`src/rtl/uart_sd_cmd_engine.sv`:
```
// Purpose : parses framed init/read/write commands from a UART byte stream, streams
//           write payload, issues one SD request per sector and answers every frame.
// Latency : sd_req 1 cycle after CHECK; next block 2 cycles after sd_ack; tx_valid 1 cycle after RSP0 entry.
// Backpressure: tx_data held while tx_valid && !tx_ready; rx bytes outside IDLE/HDR/WDATA are dropped.
//
// Ports:
//   clk, rst_n          clock, synchronous active-high reset (1 = reset)
//   rx_data/rx_valid    received UART byte strobe
//   tx_data/tx_valid/tx_ready  response byte handshake (0xAA, STATUS)
//   wr_data/wr_valid    write payload byte strobe toward the SD write buffer
//   sd_req/sd_op/sd_sec SD request level with op (01 rd, 10 wr, 11 init) and sector
//   sd_ack/sd_err       SD completion strobe and error flag
//   busy                high whenever the sequencer is not idle
module uart_sd_cmd_engine #(
    parameter int SEC_W     = 32,
    parameter int CNT_W     = 8,
    parameter int BLK_BYTES = 512,
    parameter int TIMEOUT   = 1000000
) (
    input  logic             clk,
    input  logic             rst_n,
    input  logic [7:0]       rx_data,
    input  logic             rx_valid,
    output logic [7:0]       tx_data,
    output logic             tx_valid,
    input  logic             tx_ready,
    output logic [7:0]       wr_data,
    output logic             wr_valid,
    output logic             sd_req,
    output logic [1:0]       sd_op,
    output logic [SEC_W-1:0] sd_sec,
    input  logic             sd_ack,
    input  logic             sd_err,
    output logic             busy
);
    localparam int SB = SEC_W / 8;
    localparam int CB = CNT_W / 8;
    localparam int TW = $clog2(TIMEOUT + 1);
    localparam int BW = $clog2(BLK_BYTES + 1);
    localparam logic [3:0] IDX_SEC_END = 4'(SB);
    localparam logic [3:0] IDX_CNT_END = 4'(SB + CB);

    localparam logic [7:0] ST_OK  = 8'h00;
    localparam logic [7:0] ST_CHK = 8'h01;
    localparam logic [7:0] ST_CMD = 8'h02;
    localparam logic [7:0] ST_SD  = 8'h03;
    localparam logic [7:0] ST_TMO = 8'h04;

    localparam logic [1:0] OP_RD   = 2'b01;
    localparam logic [1:0] OP_WR   = 2'b10;
    localparam logic [1:0] OP_INIT = 2'b11;

    typedef enum logic [3:0] {
        S_IDLE, S_HDR, S_CHECK, S_WDATA, S_SDREQ, S_SDWAIT, S_NEXT, S_RSP0, S_RSP1
    } state_t;

    state_t           state_q;
    logic [3:0]       idx_q;
    logic [7:0]       cmd_q, chk_q, xsum_q, status_q;
    logic [SEC_W-1:0] sec_q, sd_sec_q;
    logic [CNT_W-1:0] cnt_q, blk_q;
    logic [BW-1:0]    byte_q;
    logic [TW-1:0]    tmo_q;
    logic             err_q;
    logic [7:0]       tx_data_q, wr_data_q;
    logic             tx_valid_q, wr_valid_q, sd_req_q;
    logic [1:0]       sd_op_q;

    assign tx_data  = tx_data_q;
    assign tx_valid = tx_valid_q;
    assign wr_data  = wr_data_q;
    assign wr_valid = wr_valid_q;
    assign sd_req   = sd_req_q;
    assign sd_op    = sd_op_q;
    assign sd_sec   = sd_sec_q;
    assign busy     = (state_q != S_IDLE);

    always_ff @(posedge clk) begin
        if (rst_n) begin
            state_q    <= S_IDLE;
            idx_q      <= '0;
            cmd_q      <= '0;
            chk_q      <= '0;
            xsum_q     <= '0;
            status_q   <= '0;
            sec_q      <= '0;
            cnt_q      <= '0;
            blk_q      <= '0;
            byte_q     <= '0;
            tmo_q      <= '0;
            err_q      <= 1'b0;
            tx_data_q  <= '0;
            tx_valid_q <= 1'b0;
            wr_data_q  <= '0;
            wr_valid_q <= 1'b0;
            sd_req_q   <= 1'b0;
            sd_op_q    <= '0;
            sd_sec_q   <= '0;
        end else begin
            wr_valid_q <= 1'b0;
            case (state_q)
                S_IDLE: begin
                    if (rx_valid && rx_data == 8'h55) begin
                        state_q <= S_HDR;
                        idx_q   <= '0;
                        tmo_q   <= '0;
                        xsum_q  <= '0;
                    end
                end
                S_HDR: begin
                    // A byte arriving in the expiry cycle wins over the timeout.
                    if (rx_valid) begin
                        tmo_q <= '0;
                        idx_q <= idx_q + 4'd1;
                        if (idx_q == 4'd0) begin
                            cmd_q  <= rx_data;
                            xsum_q <= xsum_q ^ rx_data;
                        end else if (idx_q <= IDX_SEC_END) begin
                            sec_q  <= (sec_q << 8) | SEC_W'(rx_data);
                            xsum_q <= xsum_q ^ rx_data;
                        end else if (idx_q <= IDX_CNT_END) begin
                            cnt_q  <= (cnt_q << 8) | CNT_W'(rx_data);
                            xsum_q <= xsum_q ^ rx_data;
                        end else begin
                            chk_q   <= rx_data;
                            state_q <= S_CHECK;
                        end
                    end else if (tmo_q == TW'(TIMEOUT - 1)) begin
                        status_q <= ST_TMO;
                        state_q  <= S_RSP0;
                    end else begin
                        tmo_q <= tmo_q + TW'(1);
                    end
                end
                S_CHECK: begin
                    blk_q <= '0;
                    if (chk_q != xsum_q) begin
                        status_q <= ST_CHK;
                        state_q  <= S_RSP0;
                    end else if (cmd_q != 8'h01 && cmd_q != 8'h02 && cmd_q != 8'h03) begin
                        status_q <= ST_CMD;
                        state_q  <= S_RSP0;
                    end else if (cmd_q == 8'h03) begin
                        // Init is a single request at sector 0 regardless of frame contents.
                        cnt_q    <= CNT_W'(1);
                        sd_op_q  <= OP_INIT;
                        sd_sec_q <= '0;
                        sd_req_q <= 1'b1;
                        state_q  <= S_SDREQ;
                    end else if (cnt_q == '0) begin
                        status_q <= ST_OK;
                        state_q  <= S_RSP0;
                    end else if (cmd_q == 8'h02) begin
                        sd_op_q  <= OP_WR;
                        sd_sec_q <= sec_q;
                        byte_q   <= '0;
                        tmo_q    <= '0;
                        state_q  <= S_WDATA;
                    end else begin
                        sd_op_q  <= OP_RD;
                        sd_sec_q <= sec_q;
                        sd_req_q <= 1'b1;
                        state_q  <= S_SDREQ;
                    end
                end
                S_WDATA: begin
                    if (rx_valid) begin
                        tmo_q      <= '0;
                        wr_data_q  <= rx_data;
                        wr_valid_q <= 1'b1;
                        byte_q     <= byte_q + BW'(1);
                        if (byte_q == BW'(BLK_BYTES - 1)) begin
                            sd_req_q <= 1'b1;
                            state_q  <= S_SDREQ;
                        end
                    end else if (tmo_q == TW'(TIMEOUT - 1)) begin
                        status_q <= ST_TMO;
                        state_q  <= S_RSP0;
                    end else begin
                        tmo_q <= tmo_q + TW'(1);
                    end
                end
                S_SDREQ, S_SDWAIT: begin
                    // The ack may already come in the first cycle sd_req is visible.
                    if (sd_ack) begin
                        sd_req_q <= 1'b0;
                        err_q    <= sd_err;
                        state_q  <= S_NEXT;
                    end else begin
                        state_q <= S_SDWAIT;
                    end
                end
                S_NEXT: begin
                    if (err_q) begin
                        status_q <= ST_SD;
                        state_q  <= S_RSP0;
                    end else if (blk_q + CNT_W'(1) == cnt_q) begin
                        status_q <= ST_OK;
                        state_q  <= S_RSP0;
                    end else begin
                        blk_q    <= blk_q + CNT_W'(1);
                        sd_sec_q <= sd_sec_q + SEC_W'(1);
                        if (sd_op_q == OP_WR) begin
                            byte_q  <= '0;
                            tmo_q   <= '0;
                            state_q <= S_WDATA;
                        end else begin
                            sd_req_q <= 1'b1;
                            state_q  <= S_SDREQ;
                        end
                    end
                end
                S_RSP0: begin
                    // First cycle presents the sync byte; STATUS follows its acceptance.
                    if (!tx_valid_q) begin
                        tx_valid_q <= 1'b1;
                        tx_data_q  <= 8'hAA;
                    end else if (tx_ready) begin
                        tx_data_q <= status_q;
                        state_q   <= S_RSP1;
                    end
                end
                S_RSP1: begin
                    if (tx_ready) begin
                        tx_valid_q <= 1'b0;
                        state_q    <= S_IDLE;
                    end
                end
                default: state_q <= S_IDLE;
            endcase
        end
    end
endmodule

```
`config.mk`:
```
export PLATFORM = sky130hd
export DESIGN_NAME = uart_sd_cmd_engine
export DESIGN_NICKNAME = d
export VERILOG_FILES = /design/src/rtl/uart_sd_cmd_engine.sv
export SDC_FILE = /design/constraint.sdc
export NUM_CORES = 1
export LEC_CHECK = 0
export ABC_AREA = 1
export CORE_ASPECT_RATIO = 1.75
export CORE_MARGIN = 2
export CORE_UTILIZATION = 64
export CTS_CLUSTER_SIZE = 8
export DETAILED_ROUTE_END_ITERATION = 6
export PLACE_DENSITY_LB_ADDON = 0.3
export SLEW_MARGIN = 25
export SYNTH_ARGS = -nofsm -noshare
export SYNTH_HDL_FRONTEND = slang
export SYNTH_SLANG_ARGS = --single-unit
```
`constraint.sdc`:
```
create_clock -name clk -period 3.4 [get_ports clk]
set_input_delay 0.68 -clock clk [delete_from_list [all_inputs] [get_ports clk]]
set_output_delay 0.68 -clock clk [all_outputs]
set_load 0.03 [all_outputs]
```
==> metrics.md <==
| Metric | Value |
|---|---|
| Post-synthesis cell area | 0.00933 mm^2 |
| Initial DRC count | 671 |
| Die outline width | 95.3 um |
| RePlAce Congestion | 0.963 |
| Syn. warnings | 0 |
| Slew @ Worst Pin | 0.709 ns |
| ANT nets after route | 0 |
| Die area | 0.0156 mm^2 |
| Design area | 0.0106 mm^2 |
| Syn Area/Cell | 6.39 um^2 |
| Pins Over Slew Limit | 0 |
| Fill count | roughly 1200 |
| Critical path class | reg -> reg |
| Core area | 0.0143 mm^2 |
| Worst clock skew | roughly 0.017 ns |
| Comb power frac | 30.0% |
| Vias per Instance | 5.95 |
| Cell Rows | 58 |
| Io pins | 68 |
| Final worst setup slack | 0.548 ns |
| Hold Fails Final Rpt | 0 |
| H-tree depth | 4 |
| Setup TNS | 0 ns |
| FMAX | 351 MHz |
| Commonest non-fill, non-tap cell in the layout | nand2_1 |
| Crit. End Element | register |
| Largest net degree at the start of global routing | 55 |
| Clock power share | between 30 and 40% |
| Initial Util | 65.3% |
| Post-synthesis sequential area ratio | 35.0% |
| Status | completed |
| Post-CTS Resized | 0 |
| Required @ worst endpoint | 3.76 ns |
| Vias in the first global route | 9487 |
| Tcrit/Tclk final | 83.9% |
| Switching Power | 2.20 mW |
| Wirelength per Cell | about 17 um |
| Max VDD drop | ~0.4 mV |
| First-pass GRT wire length | 45200 um |
| Nets | 1523 |
| Initial antenna violation count | 0 |
| Non-Filler Instances | approximately 1700 |
| Worst EP arrival | 3.21 ns |
| Cell count after synthesis | 1461 |
| TritonRoute pass-1 iters | 7 |
| Max_cap viols | 0 |
| Dpl ws | 0.423 ns |
| Total grt overflow | 0 |
| Post-CTS setup buffers | 0 |
| Antenna cells | 0 |
| Crit start category | register |
| # hold bufs at CTS | 0 |
| Static leakage | 4.19 nW |
| Cell Area, Placed | 0.0100 mm^2 |
| Part of the power in registers | 37.7% |
| Clk slew on worst S/H paths | around 0.06 ns |
| Via Count | 10100 |
| # clock sinks | 163 |
| TritonCTS buffer count | 17 |
| Sw Ratio | 36.9% |
| Clock latency on the worst-skew pair | 0.43 ns |
| Die Span Y | 164 um |
| CTS tree | done |
| Max Buffers Root-to-Sink | 2 |
| Layout area overhead | 13.7% |
| Final Setup Violations | 0 |
| DP HPWL | 20200 um |
| Hold slack final | 0.452 ns |
| Placed cell count | 1663 |
| Slew margin rel. | 52.3% |
| Total track usage | between 30% and 40% |
| Root Driver | clkbuf_16 |
| Most frequent cells in the layout | nand2_1, nor2_1, inv_1 |
| RSZ-0062 raised after global routing | false |
| Share of layout cells above drive strength 1 | 6.01% |
| PwrDens | 562 mW/mm^2 |
| Internal power | 3.76 mW |
| # port buffers | 65 |
| Hold crit path type | reg -> reg |
| Flops & latches, synth | 163 |
| Routed Wire Length | around 28000 um |
| Final critical-path required period | 2.85 ns |
| Unique masters post-synth | 46 |
| Critical Path Fanout Max | 45 |
| Residual DRC | 0 |
## synthesized netlist by cell type, drive strengths merged
cell type / number / share of area [%]
nand2: 319 / 13
nor2: 205 / 9.4
inv: 186 / 7.5
dfxtp: 163 / 35
a21oi: 140 / 7.5
nand3: 126 / 7.1
o21ai: 110 / 5.9
nand4: 54 / 3.6
nor3: 39 / 2.3
buf: 30 / 2.1
clkbuf: 29 / 1.2
xor2: 20 / 1.9
a31oi: 8 / 0.54
ha: 7 / 0.94
xnor2: 4 / 0.38
nor4: 3 / 0.36
or2: 3 / 0.20
nor3b: 2 / 0.16
o211ai: 2 / 0.16
a211oi: 1 / 0.080
a221oi: 1 / 0.094
a32oi: 1 / 0.094
and3: 1 / 0.067
conb: 1 / 0.040
nand3b: 1 / 0.080
o2111ai: 1 / 0.094
o21a: 1 / 0.080
o21bai: 1 / 0.080
o22ai: 1 / 0.067
o31ai: 1 / 0.080
## routing by layer
layer  up-vias  track usage, %  routed length (um)
met1      4575            36.7                9650
li1       4862               -                   -
met3       167            7.06                1630
met5         -               0                   0
met4         0            31.8                2570
met2       464            65.3               14500
## registers in the layout, indices dropped and copies added (netlist names)
signal / count
cnt_q: 8
blk_q: 8
chk_q: 8
sd_sec: 32
sd_op: 2
xsum_q: 8
idx_q: 4
tx_data: 4
sec_q: 32
wr_valid: 1
state_q: 4
status_q: 3
tx_valid: 1
sd_req: 1
cmd_q: 8
byte_q: 10
err_q: 1
tmo_q: 20
wr_data: 8
## critical path, cell delays in order (launching register included)
cell and delay, ns:
dfxtp_1 0.42, ha_1 0.23, nand2_1 0.15, nor2_2 0.19
nand2_1 0.09, nand2_1 0.09, nand3_1 0.10, nand2_1 0.11
nor2_1 0.05, nand3_1 0.11, nand2_1 0.08, nand2_2 0.29
nand3_4 0.48, nand2_1 0.22, inv_1 0.06, nor2_1 0.09
## worst paths after layout
check	end	cells past startpoint	startpoint	slack (ns)
hold / removal	sec_q[26]$_SDFFE_PP0P_	2	sec_q[26]$_SDFFE_PP0P_	0.45
setup reg to reg	sd_sec[8]$_SDFFE_PP0P_	15	blk_q[0]$_SDFFE_PP0P_	0.55
hold reg to reg	sec_q[26]$_SDFFE_PP0P_	2	sec_q[26]$_SDFFE_PP0P_	0.45
setup / recovery	sd_sec[8]$_SDFFE_PP0P_	15	blk_q[0]$_SDFFE_PP0P_	0.55
## logic make-up (layout without fill, tap and decap cells)
group,count (synthesis),in the layout,share of synthesized area (%)
buffers and inverters,245,296,10.7
AOI/OAI and AO/OA,268,268,14.8
DFF,163,163,35.0
adders and majority gates,7,7,0.938
other,1,2,0.0402
xor gates and xnor gates,24,24,2.25
and+or+nand+nor,753,753,36.3
## cell type report
type                            count  area (um^2)  area share, %
Tap cell                          180          225           2.12
Clock inverter                     11          128           1.20
Timing Repair Buffer               80          776           7.31
Clock buffer                       19          453           4.27
Multi-Input combinational cell   1054         5070           47.8
Inverter                          186          698           6.58
Sequential cell                   163         3260           30.7
## power by group through the flow
stage / logic [mW] / registers (mW) / clock network [mW]
after global routing: 1.98 / 2.26 / 2.01
after CTS: 1.77 / 2.24 / 1.93
after floorplan: 1.27 / 2.30 / 0
after global placement: 1.71 / 2.28 / 0
after detailed placement: 1.74 / 2.28 / 0
final: 1.79 / 2.25 / 1.93
## stage by stage
stage | power (mW) | utilization, %
6_report | 5.96 | 74.3
3_3_place_gp | 3.99 | 70.2
3_5_place_dp | 4.02 | 70.2
2_1_floorplan | 3.57 | -
5_1_grt | 6.25 | 74.3
4_1_cts | 5.94 | 74.3
Note: power is estimated with default switching activity, not from simulation.
